--- config.mk ---
export PLATFORM = sky130hd
export DESIGN_NAME = mux_rr_arbiter
export DESIGN_NICKNAME = d
export VERILOG_FILES = /design/src/rtl/mux_rr_arbiter_pkg.sv /design/src/rtl/mux_rr_arbiter_mux_4x1.sv /design/src/rtl/mux_rr_arbiter.sv
export SDC_FILE = /design/constraint.sdc
export NUM_CORES = 1
export LEC_CHECK = 0
export BUFFER_PORTS_ARGS = -buffer_cell sky130_fd_sc_hd__buf_4
export CAP_MARGIN = 20
export CORE_ASPECT_RATIO = 0.9
export CORE_MARGIN = 2
export CORE_UTILIZATION = 30
export DETAILED_ROUTE_END_ITERATION = 8
export MAX_ROUTING_LAYER = met4
export PLACE_DENSITY = 0.66
export SLEW_MARGIN = 25
export SYNTH_ARGS = -nofsm -noshare
export SYNTH_HDL_FRONTEND = slang
export SYNTH_SLANG_ARGS = --single-unit
--- constraint.sdc ---
create_clock -name clk -period 1.85 [get_ports clk]
set_input_delay 0.0925 -clock clk [delete_from_list [all_inputs] [get_ports clk]]
set_output_delay 0.0925 -clock clk [all_outputs]
set_load 0.05 [all_outputs]
--- src/rtl/mux_rr_arbiter_pkg.sv ---
// Shared constants, FSM encoding and the rotating-priority pick for mux_rr_arbiter.
package mux_rr_arbiter_pkg;

    localparam int NUM_REQ = 4;
    localparam int SEL_W   = 2;

    typedef enum logic {
        ST_IDLE = 1'b0,
        ST_BUSY = 1'b1
    } state_t;

    // First set request bit scanning ptr, ptr+1, ... (mod NUM_REQ).
    // The downward loop lets the lowest offset win by assigning last.
    function automatic logic [SEL_W-1:0] rr_pick(
        input logic [NUM_REQ-1:0] req,
        input logic [SEL_W-1:0]   ptr
    );
        logic [SEL_W-1:0] idx;
        rr_pick = ptr;
        for (int k = NUM_REQ - 1; k >= 0; k--) begin
            idx = ptr + SEL_W'(k);
            if (req[idx]) begin
                rr_pick = idx;
            end
        end
    endfunction

endpackage

--- src/rtl/mux_rr_arbiter_mux_4x1.sv ---
// Parameterised 4:1 data multiplexer used as the arbiter datapath.
module mux_4x1 #(
    parameter int WIDTH = 2
) (
    input  logic [WIDTH-1:0] in0,
    input  logic [WIDTH-1:0] in1,
    input  logic [WIDTH-1:0] in2,
    input  logic [WIDTH-1:0] in3,
    input  logic [1:0]       sel,
    output logic [WIDTH-1:0] out
);

    always_comb begin
        out = in0;
        case (sel)
            2'd1:    out = in1;
            2'd2:    out = in2;
            2'd3:    out = in3;
            default: out = in0;
        endcase
    end

endmodule

--- src/rtl/mux_rr_arbiter.sv ---
// Round-robin arbiter with packet-locked grants, steering a shared 4:1 mux
// between four valid/ready requesters and one downstream consumer.
module mux_rr_arbiter
    import mux_rr_arbiter_pkg::*;
#(
    parameter int WIDTH = 2
) (
    input  logic               clk,
    input  logic               reset,
    input  logic [WIDTH-1:0]   in0,
    input  logic [WIDTH-1:0]   in1,
    input  logic [WIDTH-1:0]   in2,
    input  logic [WIDTH-1:0]   in3,
    input  logic [NUM_REQ-1:0] req_valid,
    input  logic [NUM_REQ-1:0] req_last,
    output logic [NUM_REQ-1:0] req_ready,
    output logic [WIDTH-1:0]   out_data,
    output logic               out_valid,
    output logic               out_last,
    input  logic               out_ready,
    output logic [NUM_REQ-1:0] grant,
    output logic [SEL_W-1:0]   sel
);

    state_t           state_reg, state_next;
    logic [SEL_W-1:0] sel_reg, sel_next;
    logic [SEL_W-1:0] ptr_reg, ptr_next;
    logic             busy;
    logic             mux_last;
    logic             xfer;

    assign busy = (state_reg == ST_BUSY);

    mux_4x1 #(.WIDTH(WIDTH)) u_data_mux (
        .in0 (in0),
        .in1 (in1),
        .in2 (in2),
        .in3 (in3),
        .sel (sel_reg),
        .out (out_data)
    );

    mux_4x1 #(.WIDTH(1)) u_last_mux (
        .in0 (req_last[0]),
        .in1 (req_last[1]),
        .in2 (req_last[2]),
        .in3 (req_last[3]),
        .sel (sel_reg),
        .out (mux_last)
    );

    // out_valid depends only on req_valid and registered state, never on out_ready.
    assign out_valid = busy & req_valid[sel_reg];
    assign out_last  = out_valid & mux_last;
    assign xfer      = out_valid & out_ready;
    assign sel       = sel_reg;

    generate
        for (genvar gi = 0; gi < NUM_REQ; gi++) begin : g_req
            assign grant[gi]     = busy && (sel_reg == SEL_W'(gi));
            assign req_ready[gi] = grant[gi] & out_ready;
        end
    endgenerate

    always_ff @(posedge clk) begin
        if (!reset) begin
            state_reg <= ST_IDLE;
            sel_reg   <= '0;
            ptr_reg   <= '0;
        end else begin
            state_reg <= state_next;
            sel_reg   <= sel_next;
            ptr_reg   <= ptr_next;
        end
    end

    always_comb begin
        state_next = state_reg;
        sel_next   = sel_reg;
        ptr_next   = ptr_reg;
        case (state_reg)
            ST_IDLE: begin
                if (|req_valid) begin
                    sel_next   = rr_pick(req_valid, ptr_reg);
                    state_next = ST_BUSY;
                end
            end
            ST_BUSY: begin
                // Grant is released only by the accepted last beat.
                if (xfer && out_last) begin
                    ptr_next   = sel_reg + 2'd1;
                    state_next = ST_IDLE;
                end
            end
            default: state_next = ST_IDLE;
        endcase
    end

endmodule

Word level (Yosys, flattened, before mapping)

Cells that the tools add are included.

Output and inout port bits: 14
Bits in registers: 5
Input port bits: 19
Word-level logic and storage cells: 51

Order comparisons: 5
Reductions and logical operators: 9
Mux-type cells: 19
Eq/ne operators: 3
Add/subtract/negate cells: 4
Bitwise logic cells: 8

Operators with widths:

| cell                                                                  | count |
|---|---|
| 2-bit by 3-bit < comparator with 1-bit output (second input constant) | 5 |
| 1-bit binary-select mux with 2-bit select                             | 5 |
| 2-bit two-way mux                                                     | 4 |
| 1-bit bitwise AND                                                     | 7 |
| 1-bit two-way mux                                                     | 7 |
| 2-bit one-hot mux with 3 select lines                                 | 1 |
| 1-bit logical AND                                                     | 5 |
| 2-bit by 1-bit adder with 2-bit output (second input constant)        | 2 |
| 2-bit adder (second input constant)                                   | 2 |
| 2-bit == test (second input constant)                                 | 2 |
| 2-bit AND reduction                                                   | 2 |
| 4-bit OR reduction                                                    | 1 |
| 1-bit one-hot mux with 3 select lines                                 | 1 |
| 2-bit by 1-bit == test with 1-bit output (second input constant)      | 1 |
| 2-bit logical NOT                                                     | 1 |
| 1-bit one-hot mux with 2 select lines                                 | 1 |
| 1-bit inverter                                                        | 1 |

Logic depth before layout (Yosys ltp)

Gate-level depths: netlist of run 1.

Depth in word-level cells: 7
Mapped depth: 5
Depth with buffers taken out: 5

Cells and area by module

From an unflattened synthesis of run 1, not the netlist that was laid out.

Cell total of the unflattened synthesis: 54
Area total of the unflattened synthesis: 503.0 um^2

Modules (own cells, without submodules):

| module               | seq. area each (um^2) | area each (um^2) | times used | cells each |
|---|---|---|---|---|
| mux_rr_arbiter       | 100.1                 | 427.9            | 1          | 51 |
| mux_4x1 (u_data_mux) | 0.0                   | 52.6             | 1          | 2 |
| mux_4x1 (u_last_mux) | 0.0                   | 22.5             | 1          | 1 |

Worst setup path before layout of run 1

No wires, ideal clock.

Path kind: register to output
Start: register sel_reg[0], in the netlist sel[0]
End: output out_data[0]
Arrival time: 1964 ps
Data required time: 1757 ps
Path slack: -207 ps
Cell stages (with the launch flop): 4
Buffers on the path: 0
Cells stage by stage: dfxtp_1 > inv_1 > ha_1 > mux2i_1

Longest elaborated chain between the ends: 2
Elaborated cells between the ends (all ways): 4
Those cells by class: eq/ne (3); mux (1)

RTL lines:

| element                                                                   | RTL line                     | source |
|---|---|---|
| start, declared                                                           | mux_rr_arbiter.sv:26         | `logic [SEL_W-1:0] sel_reg, sel_next;` |
| start signal, assigned                                                    | mux_rr_arbiter.sv:72         | `sel_reg <= sel_next;` |
| 2-bit == test or 2-bit by 1-bit == test with 1-bit output (tied branches) | mux_rr_arbiter_mux_4x1.sv:15 | `case (sel)` |
| 2-bit one-hot mux with 3 select lines *                                   | mux_rr_arbiter_mux_4x1.sv:15 |  |
| end, declared                                                             | mux_rr_arbiter.sv:17         | `output logic [WIDTH-1:0] out_data,` |

Every way passes the cells marked *; elsewhere a longest branch is shown, timed or not.

Final worst setup path of run 1

Start: register sel_reg[1], in the netlist sel[1]
End: output out_last

Longest elaborated chain between the ends: 4
Elaborated cells between the ends (all ways): 8
Those cells by class: eq/ne (3); mux (3); bitwise (2)

RTL lines:

| element                                   | RTL line             | source |
|---|---|---|
| 1-bit binary-select mux with 2-bit select | mux_rr_arbiter.sv:53 | `assign out_valid = busy & req_valid[sel_reg];` |
| 1-bit two-way mux (implied by the code)   | mux_rr_arbiter.sv:53 |  |
| 1-bit bitwise AND                         | mux_rr_arbiter.sv:53 |  |
| 1-bit bitwise AND *                       | mux_rr_arbiter.sv:54 | `assign out_last = out_valid & mux_last;` |
| end, declared                             | mux_rr_arbiter.sv:19 | `output logic out_last,` |

Every way passes the cells marked *; elsewhere a longest branch is shown, timed or not. The select of a mux whose other input is x is not followed.

==> out/results.txt, run 1 <==
Status = finished, final reports clean
Worst r2r src = sel[0]
Post-CTS Setup Inserts = 0
GRT Total Usage = 16.2%
Crit end category = primary output
WL per Instance = 12.9 um
Iteration-0 DRC count of the detailed router = 11
Post-CTS Hold Buffers = 0
Syn Area/Cell = 7.99 sq um
Tcrit/Tclk final = 95.5%
Synthesized flop and latch total = 5
DIE AREA = 0.00208 sq mm
Unique masters post-synth = 26
Asr flop ratio synth = 0%
Critical Path Fanout Max = 6
CP max-delay cell = mux4_2
DRC errors left = 0
Final Hold Viols = 0
Post-DRT Antenna Nets = 0
P_leak = 0.387 nW
Ports = 33
Hold path depth = 3
Synth Instances = 65
Warning count from the yosys run = 0
Hpwl dp = 1210 um
Gr ovfl total = 0
Clock Pin Slew Worst Setup and Hold Paths = 0.04 ns
CTS root buf = clkbuf_4
CTS tree = done
Initial antenna violation count = 0
Sequential share of the synthesized area = 19.3%
Post-synth top area share = 19.3%
Rows = 14
WS Path Type = register to primary output
Register-to-register setup slack = 0.34 ns
Family with the most delay on the worst path = multiplexers
Die height = 43.5 um
CTS H-Tree Depth = 1
Slew @ Worst Pin = 0.368 ns
Mapped Nets = 89
Deepest clock path buffer count = 2
CP bufs+invs = 1
Antenna Cells = 0
Critical Path AT = 1.67 ns
Final wirelength = 1600 um
Die width = 47.9 um
Startpoint Class = register
Core ar. = 0.00165 sq mm
Hold Slack = 0.154 ns
Tot Pwr = 624 uW
Layout Area Growth over Synthesis = 60.7%
P per Cell Area = 747 mW/mm^2
Placer Congestion = 0.852
Peak VDD IR = 0.404 mV
Sink Count = 5
Number of synthesized flops with an enable pin = 0
Share of layout cells above drive strength 1 = 48.0%
RSZ-0062 raised after global routing = no
Vias per inst = 4.99
Worst-skew pair later-pin latency = 0.24 ns
Worst hold path class = input pin to register
Initial Utilization = 31.5%
CP Cell Sequence = mux4_2, and2_2, and2_1, buf_4
Max-cap viol count = 0
# nets final = 125
IO Port Bufs = 32
Fin Clk Skew = 0.00350 ns
R2r endpoint = ptr_reg[0]
Slowest Stage Delay on Critical Path = 0.54 ns
Largest net degree at the start of global routing = 11
Via count = 619
Main synth FF type = dfxtp_1
Setup violations, final = 0
First-pass GRT wire length = 2440 um
Final Max Tran Viols = 0
Worst slew margin = 75.4%
Post-Syn Area = 519 sq um
Vias in the first global route = 565
Fmax = 566 MHz
Hold Path Sink = busy
Min-delay src = reset
WP data required = 1.76 ns
Post-route minimum period = 1.77 ns
Router iterations before antenna repair = 5
Synth area leader = dfxtp_1
Top cells by area, synth = dfxtp_1 (19%), ha_1 (12%), mux2i_1 (7.7%)
FF-to-FF path depth = 5
Setup TNS = 0 ns
Num CTS Buffers = 3
## worst max path at each step
stage / to / cells after the start / from
finish: out_last / 4 / sel[1]
global route: out_data[0] / 5 / sel[1]
CTS: out_last / 6 / sel[0]
detailed placement: out_last / 6 / sel[0]
global placement: out_last / 6 / sel[0]
floorplan: out_data[0] / 3 / sel[0]
## logic make-up after synthesis
| family | after synthesis | synth area share, % |
|---|---|---|
| flops | 5 | 19.3 |
| buf+inv | 7 | 5.78 |
| fa+ha+maj | 5 | 12.0 |
| compound gates | 17 | 23.6 |
| mux | 5 | 12.0 |
| simple gates | 26 | 27.2 |
## cell usage in the layout, fill, tap and decap left out
master	count
buf_4	33
a222oi_1	2
mux2i_2	1
ha_2	2
nand3_2	1
o21ai_0	4
inv_1	5
a31oi_1	1
a211o_1	1
and2_1	5
clkbuf_1	1
mux4_2	1
o221ai_1	1
o22ai_1	1
nor4_1	1
a22oi_2	1
nor2b_1	2
mux2i_1	3
o21ai_1	1
nand2_1	8
and3_1	4
dfxtp_2	2
a21oi_2	1
a211oi_4	1
nor3_1	1
ha_1	3
and2_2	1
nor2b_2	1
clkbuf_4	3
dfxtp_1	3
a21oi_1	3
nor2_1	2
## routing by layer
layer	global-route usage (%)	routed length, um	up-vias
met5	-	0	-
met4	4.86	0	0
met3	2.50	88	0
met2	23.2	833	20
met1	23.2	675	294
li1	-	-	305
## cell type report
type	instances	area (sq um)
Fill cell	185	812
Multi-Input combinational cell	53	409
Timing Repair Buffer	33	248
Sequential cell	5	103
Tap cell	24	30.0
Clock buffer	4	26.3
Inverter	5	18.8
## worst min-delay path: stages
cell     delay, ns
buf_4         0.14
nand2_1       0.07
o21ai_1       0.05
## power breakdown
group | switching, mW | internal (mW) | leakage [nW] | total (mW)
Combinational | 0.225 | 0.137 | 0.330 | 0.362
Clock | 0.0433 | 0.0815 | 0.0150 | 0.125
Sequential | 0.0154 | 0.121 | 0.0418 | 0.137
## repair_timing
action	CTS	global route
setup endpoints to repair	1	2
cloned	0	0
pin swaps	0	1
hold endpoints to repair	0	0
gates resized for setup	1	4
## metrics by stage
| step | util [%] | std cells | cell area [sq um] | worst slack [ns] |
|---|---|---|---|---|
| 3_3_place_gp | 48.1 | 120 | 792 | 0.296 |
| 5_1_grt | 50.7 | 124 | 835 | 0.0104 |
| 6_report | 50.7 | 124 | 835 | 0.0830 |
| 2_1_floorplan | - | 65 | 526 | 0.0201 |
| 4_1_cts | 49.9 | 124 | 822 | 0.0131 |
| 3_5_place_dp | 48.1 | 120 | 792 | 0.268 |
## cell usage after synthesis (2+ instances only)
| master | instances |
|---|---|
| mux2i_1 | 4 |
| and3_1 | 4 |
| ha_1 | 5 |
| nor2_1 | 2 |
| inv_1 | 5 |
| dfxtp_1 | 5 |
| a222oi_1 | 2 |
| o21ai_0 | 4 |
| nand2_1 | 8 |
| nor2b_1 | 3 |
| and2_1 | 5 |
| a21oi_1 | 4 |
Power figures use the tool's default switching activity.
==> run 2, diff against run 1 <==
CORE_ASPECT_RATIO = default   (was 0.9)
CORE_UTILIZATION = 40   (was 30)
PLACE_DENSITY = 0.82   (was 0.66)
==> run 2 against run 1 <==
Compared with the run above: cell area is 2.4% lower; total power shrank 1.7%; first-iteration DRC count increased by 120%; clock skew shrank 0.0013 ns; highest routed layer is now met4.
==> out/results.txt, run 2 (synthesis results as in run 1) <==
Post-CTS Hold Buffers = 0 (unchanged)
Post-route minimum period = 1.77 ns (about the same)
CTS H-Tree Depth = 1 (unchanged)
Ports = 33 (unchanged)
Worst r2r src = sel[0] (unchanged)
CTS tree = done (unchanged)
Gr ovfl total = 0 (unchanged)
Hold Slack = 0.150 ns (was 0.154 ns)
Setup TNS = 0 ns (unchanged)
Worst-skew pair later-pin latency = 0.24 ns (about the same)
Final wirelength = 1600 um (about the same)
Vias in the first global route = 517 (was 565)
Fin Clk Skew = 0.00225 ns (was 0.00350 ns)
Tcrit/Tclk final = 95.5% (about the same)
First-pass GRT wire length = 2170 um (was 2440 um)
Sink Count = 5 (unchanged)
WL per Instance = 14.2 um (was 12.9 um)
Peak VDD IR = 0.493 mV (was 0.404 mV)
Grt met2 use = 34.7% (was 23.2%)
GRT Total Usage = 20.6% (was 16.2%)
# nets final = 124 (was 125)
Gr busiest metal = met2 (was met1)
Initial Utilization = 44.9% (was 31.5%)
Max-cap viol count = 0 (unchanged)
Initial antenna violation count = 0 (unchanged)
Num CTS Buffers = 3 (unchanged)
WP data required = 1.76 ns (about the same)
Rows = 12 (was 14)
RSZ-0062 raised after global routing = no (unchanged)
Worst hold path class = input pin to register (unchanged)
Vias per inst = 5.73 (was 4.99)
Critical Path Fanout Max = 6 (unchanged)
GR Util met1 = 24.7% (was 23.2%)
Crit. Startpoint = sel[1] (unchanged)
Clock Pin Slew Worst Setup and Hold Paths = 0.04 ns (about the same)
Setup violations, final = 0 (unchanged)
Iteration-0 DRC count of the detailed router = 24 (was 11)
Worst slew margin = 76.1% (was 75.4%)
Post-CTS Setup Inserts = 0 (unchanged)
Commonest non-fill, non-tap cells in the layout = buf_4 (32), nand2_1 (8), inv_1 (5), and2_1 (5) (was buf_4 (33), nand2_1 (8), inv_1 (5), and2_1 (5))
CTS root buf = clkbuf_4 (unchanged)
DRC errors left = 0 (unchanged)
Final Hold Viols = 0 (unchanged)
Die height = 40.0 um (was 43.5 um)
Critical Path AT = 1.67 ns (about the same)
Via count = 648 (was 619)
Status = finished, final reports clean (unchanged)
Router iterations before antenna repair = 5 (unchanged)
Core ar. = 0.00116 sq mm (was 0.00165 sq mm)
Fmax = 566 MHz (about the same)
Met3 Use GR = 1.67% (was 2.50%)
Antenna Cells = 0 (unchanged)
Hpwl dp = 1250 um (was 1210 um)
Placer Congestion = 0.874 (was 0.852)
Most common cell after layout, fill and taps aside = buf_4 (unchanged)
Crit end category = primary output (unchanged)
Layout Area Growth over Synthesis = 56.9% (was 60.7%)
Share of layout cells above drive strength 1 = 47.5% (was 48.0%)
Post-DRT Antenna Nets = 0 (unchanged)
Gates resized, CTS repair = 0 (was 1)
Slew @ Worst Pin = 0.358 ns (was 0.368 ns)
Deepest clock path buffer count = 2 (unchanged)
Largest net degree at the start of global routing = 13 (was 11)
Final Max Tran Viols = 0 (unchanged)
DIE AREA = 0.00160 sq mm (was 0.00208 sq mm)
P per Cell Area = 752 mW/mm^2 (was 747 mW/mm^2)
Startpoint Class = register (unchanged)
Die width = 40.0 um (was 47.9 um)
Min-delay src = reset (unchanged)
WS Path Type = register to primary output (unchanged)
P_leak = 0.382 nW (was 0.387 nW)
IO Port Bufs = 32 (unchanged)
[run 2: final cells by class]
cell class,count,area (sq um)
well taps,14,17.5
multi-input cells,53,409
flip-flops and latches,5,103
clock buffers,4,26.3
inverters,5,18.8
repair buffers,32,240
fillers,86,342
[run 2: power by group]
part / switching, mW / leakage (nW) / internal (mW) / total [mW]
logic: 0.214 / 0.325 / 0.130 / 0.344
clock network: 0.0412 / 0.0150 / 0.0813 / 0.123
registers: 0.0246 / 0.0418 / 0.122 / 0.146
[run 2: layer usage]
| metal | wire [um] | part of all wire [%] |
|---|---|---|
| met1 | 650 | 41 |
| met2 | 836 | 52 |
| met3 | 81 | 5.0 |
| met4 | 36 | 2.2 |
| met5 | 0 | 0 |
[run 2: path summary, 6_finish.rpt]
kind,to,slack [ns],depth (start not counted)
hold / removal,sel[1],0.15,3
setup / recovery,out_last,0.08,4
setup reg to reg,ptr_reg[1],0.28,5
hold reg to reg,sel[0],0.51,2
[run 2: worst max-delay path, stage by stage, from the launching register on]
cell,delay (ns)
dfxtp_2,0.38
mux4_2,0.54
and2_2,0.21
and2_1,0.13
buf_4,0.18
[run 2: stage by stage]
| step | worst slack [ns] | utilization, % | instances | total power, mW | area (sq um) |
|---|---|---|---|---|---|
| 6_report | 0.0829 | 70.5 | 113 | 0.613 | 815 |
| 5_1_grt | 0.00136 | 70.5 | 113 | 0.650 | 815 |
| 4_1_cts | 0.00472 | 69.0 | 113 | 0.609 | 798 |
| 3_5_place_dp | 0.262 | 66.8 | 109 | 0.481 | 772 |
| 3_3_place_gp | 0.326 | 66.8 | 109 | 0.478 | 772 |
| 2_1_floorplan | 0.0201 | - | 65 | 0.373 | 526 |
==> run 3, diff against run 2 <==
ABC_CLOCK_PERIOD_IN_PS = 2100   (was default)
CORE_AREA = 2 2 39 41   (was default)
CORE_MARGIN = default   (was 2)
CORE_UTILIZATION = default   (was 40)
DIE_AREA = 0 0 41 43   (was default)
PLACE_DENSITY = 0.8   (was 0.82)
clock period = 2.1 ns   (was 1.85 ns; I/O delays follow)
==> run 3 against run 2 <==
Compared with the run above: global-route usage decreased by 1.9 points; cell area fell by 2.0%; largest cell class unchanged; cell count rose by 1.8%; largest power group unchanged; routed wire length is 13% lower; setup slack better by 0.11 ns; clock skew increased by 0.0037 ns; clock power decreased by 9%; combinational power fell by 15%; sequential share of layout area is 0.057 points lower.
==> out/results.txt, run 3 (synthesis results as in run 1) <==
Status = finished, final reports clean (unchanged)
Layout Area Growth over Synthesis = 53.7% (was 56.9%)
Gr busiest metal = met2 (unchanged)
Tcrit/Tclk final = 90.7%
Slew @ Worst Pin = 0.329 ns (was 0.358 ns)
Router iterations before antenna repair = 4 (was 5)
Grt met2 use = 32.5% (was 34.7%)
Crit end category = primary output (unchanged)
Commonest non-fill, non-tap cells in the layout = buf_4 (32), nand2_1 (8) (was buf_4 (32), nand2_1 (8), inv_1 (5), and2_1 (5))
GRT Total Usage = 18.8% (was 20.6%)
P per Cell Area = 665 mW/mm^2 (was 752 mW/mm^2)
Post-DRT Antenna Nets = 0 (unchanged)
Hold Slack = 0.163 ns (was 0.150 ns)
First-pass GRT wire length = 2260 um (was 2170 um)
Most common cell after layout, fill and taps aside = buf_4 (unchanged)
Critical Path Fanout Max = 6 (unchanged)
Hpwl dp = 1150 um (was 1250 um)
GR Util met1 = 20.1% (was 24.7%)
Rows = 14 (was 12)
IO Port Bufs = 32 (unchanged)
# nets final = 124 (unchanged)
Critical Path AT = 1.80 ns (was 1.67 ns)
Met3 Use GR = 5.24% (was 1.67%)
DIE AREA = 0.00176 sq mm (was 0.00160 sq mm)
Non-Filler Instances = 115 (was 113)
Gr ovfl total = 0 (unchanged)
WP data required = 2.00 ns (was 1.76 ns)
Vias per inst = 5.33 (was 5.73)
RSZ-0062 raised after global routing = no (unchanged)
Startpoint Class = register (unchanged)
Worst r2r src = sel[1] (was sel[0])
Die width = 41 um (was 40.0 um)
Crit. Startpoint = sel[0] (was sel[1])
Core ar. = 0.00138 sq mm (was 0.00116 sq mm)
Num CTS Buffers = 3 (unchanged)
Ports = 33 (unchanged)
Fmax = 525 MHz
Post-Place Cells = 111 (was 109)
Clock Pin Slew Worst Setup and Hold Paths = 0.05 ns (was 0.04 ns)
Iteration-0 DRC count of the detailed router = 17 (was 24)
Post-CTS Setup Inserts = 0 (unchanged)
Final Hold Viols = 0 (unchanged)
Final wirelength = 1390 um (was 1600 um)
Sink Count = 5 (unchanged)
WS Path Type = register to primary output (unchanged)
CTS root buf = clkbuf_4 (unchanged)
Setup TNS = 0 ns (unchanged)
Post-route minimum period = 1.91 ns
Max-cap viol count = 0 (unchanged)
Placer Congestion = 0.824 (was 0.874)
P_leak = 0.385 nW (was 0.382 nW)
Min-delay src = reset (unchanged)
Worst slew margin = 78.1% (was 76.1%)
Final Max Tran Viols = 0 (unchanged)
Peak VDD IR = 0.469 mV (was 0.493 mV)
CTS tree = done (unchanged)
Via count = 613 (was 648)
Die height = 43 um (was 40.0 um)
Antenna Cells = 0 (unchanged)
Initial antenna violation count = 0 (unchanged)
Worst hold path class = input pin to register (unchanged)
Largest net degree at the start of global routing = 13 (unchanged)
Setup violations, final = 0 (unchanged)
Fin Clk Skew = 0.00595 ns (was 0.00225 ns)
Fillers = 133 (was 86)
Share of layout cells above drive strength 1 = 40.4% (was 47.5%)
Tot Pwr = 531 uW (was 613 uW)
CTS H-Tree Depth = 1 (unchanged)
Initial Utilization = 37.5% (was 44.9%)
Worst-skew pair later-pin latency = 0.24 ns (about the same)
WL per Instance = 12.1 um (was 14.2 um)
Deepest clock path buffer count = 2 (unchanged)
DRC errors left = 0 (unchanged)
Vias in the first global route = 559 (was 517)
run 3: cell count changes in the layout (fill, tap and decap cells not counted), moves of 2 or more:
cell | before | now
dfxtp_1 | 3 | 5
ha_2 | 2 | 0
dfxtp_2 | 2 | 0
ha_1 | 3 | 5
run 3: path summary, 6_finish.rpt:
check                                  end  slack, ns  depth (start not counted)
worst min-delay path                  busy       0.16                          3
worst min register to register  ptr_reg[0]       0.50                          2
worst max register to register  ptr_reg[1]       0.48                          5
worst max-delay path              out_last       0.19                          6
run 3: where the power goes:
group          internal [mW]  leakage (nW)  switching, mW  total (mW)
Clock                 0.0719        0.0150         0.0403       0.112
Sequential             0.106        0.0411         0.0198       0.126
Combinational          0.110         0.329          0.182       0.293
run 3: repair_timing:
action / CTS / global route
hold buffers: 0 / 0
endpoints found under the setup margin: 0 / 1
resized for setup: 0 / 1
run 3: per-layer routing:
layer  vias up  part of all wire [%]
met4         0                  0.58
met3         2                   5.1
li1        307                     -
met5         -                     0
met1       287                    42
met2        17                    52
run 3: layout make-up:
type / count / area, sq um / share of cell area (%)
multi-input combinational: 53 / 393 / 49.2
inverter: 5 / 18.8 / 2.35
timing repair buffer: 32 / 240 / 30.1
tap: 16 / 20.0 / 2.51
clock buffer: 4 / 26.3 / 3.29
sequential: 5 / 100 / 12.5
run 3: per-stage QoR:
stage / instance area (sq um) / setup WS (ns) / utilization [%]
final: 798 / 0.194 / 57.7
after floorplan: 519 / 0.0306 / -
after global placement: 768 / 0.501 / 55.5
after detailed placement: 768 / 0.464 / 55.5
after CTS: 795 / 0.191 / 57.4
after global routing: 798 / 0.0471 / 57.7
run 3: critical path: stages, from the launching register on:
cell     delay (ns)
dfxtp_1        0.41
inv_1          0.12
ha_1           0.26
a22oi_1        0.31
a21oi_1        0.10
and2_1         0.16
buf_4          0.18
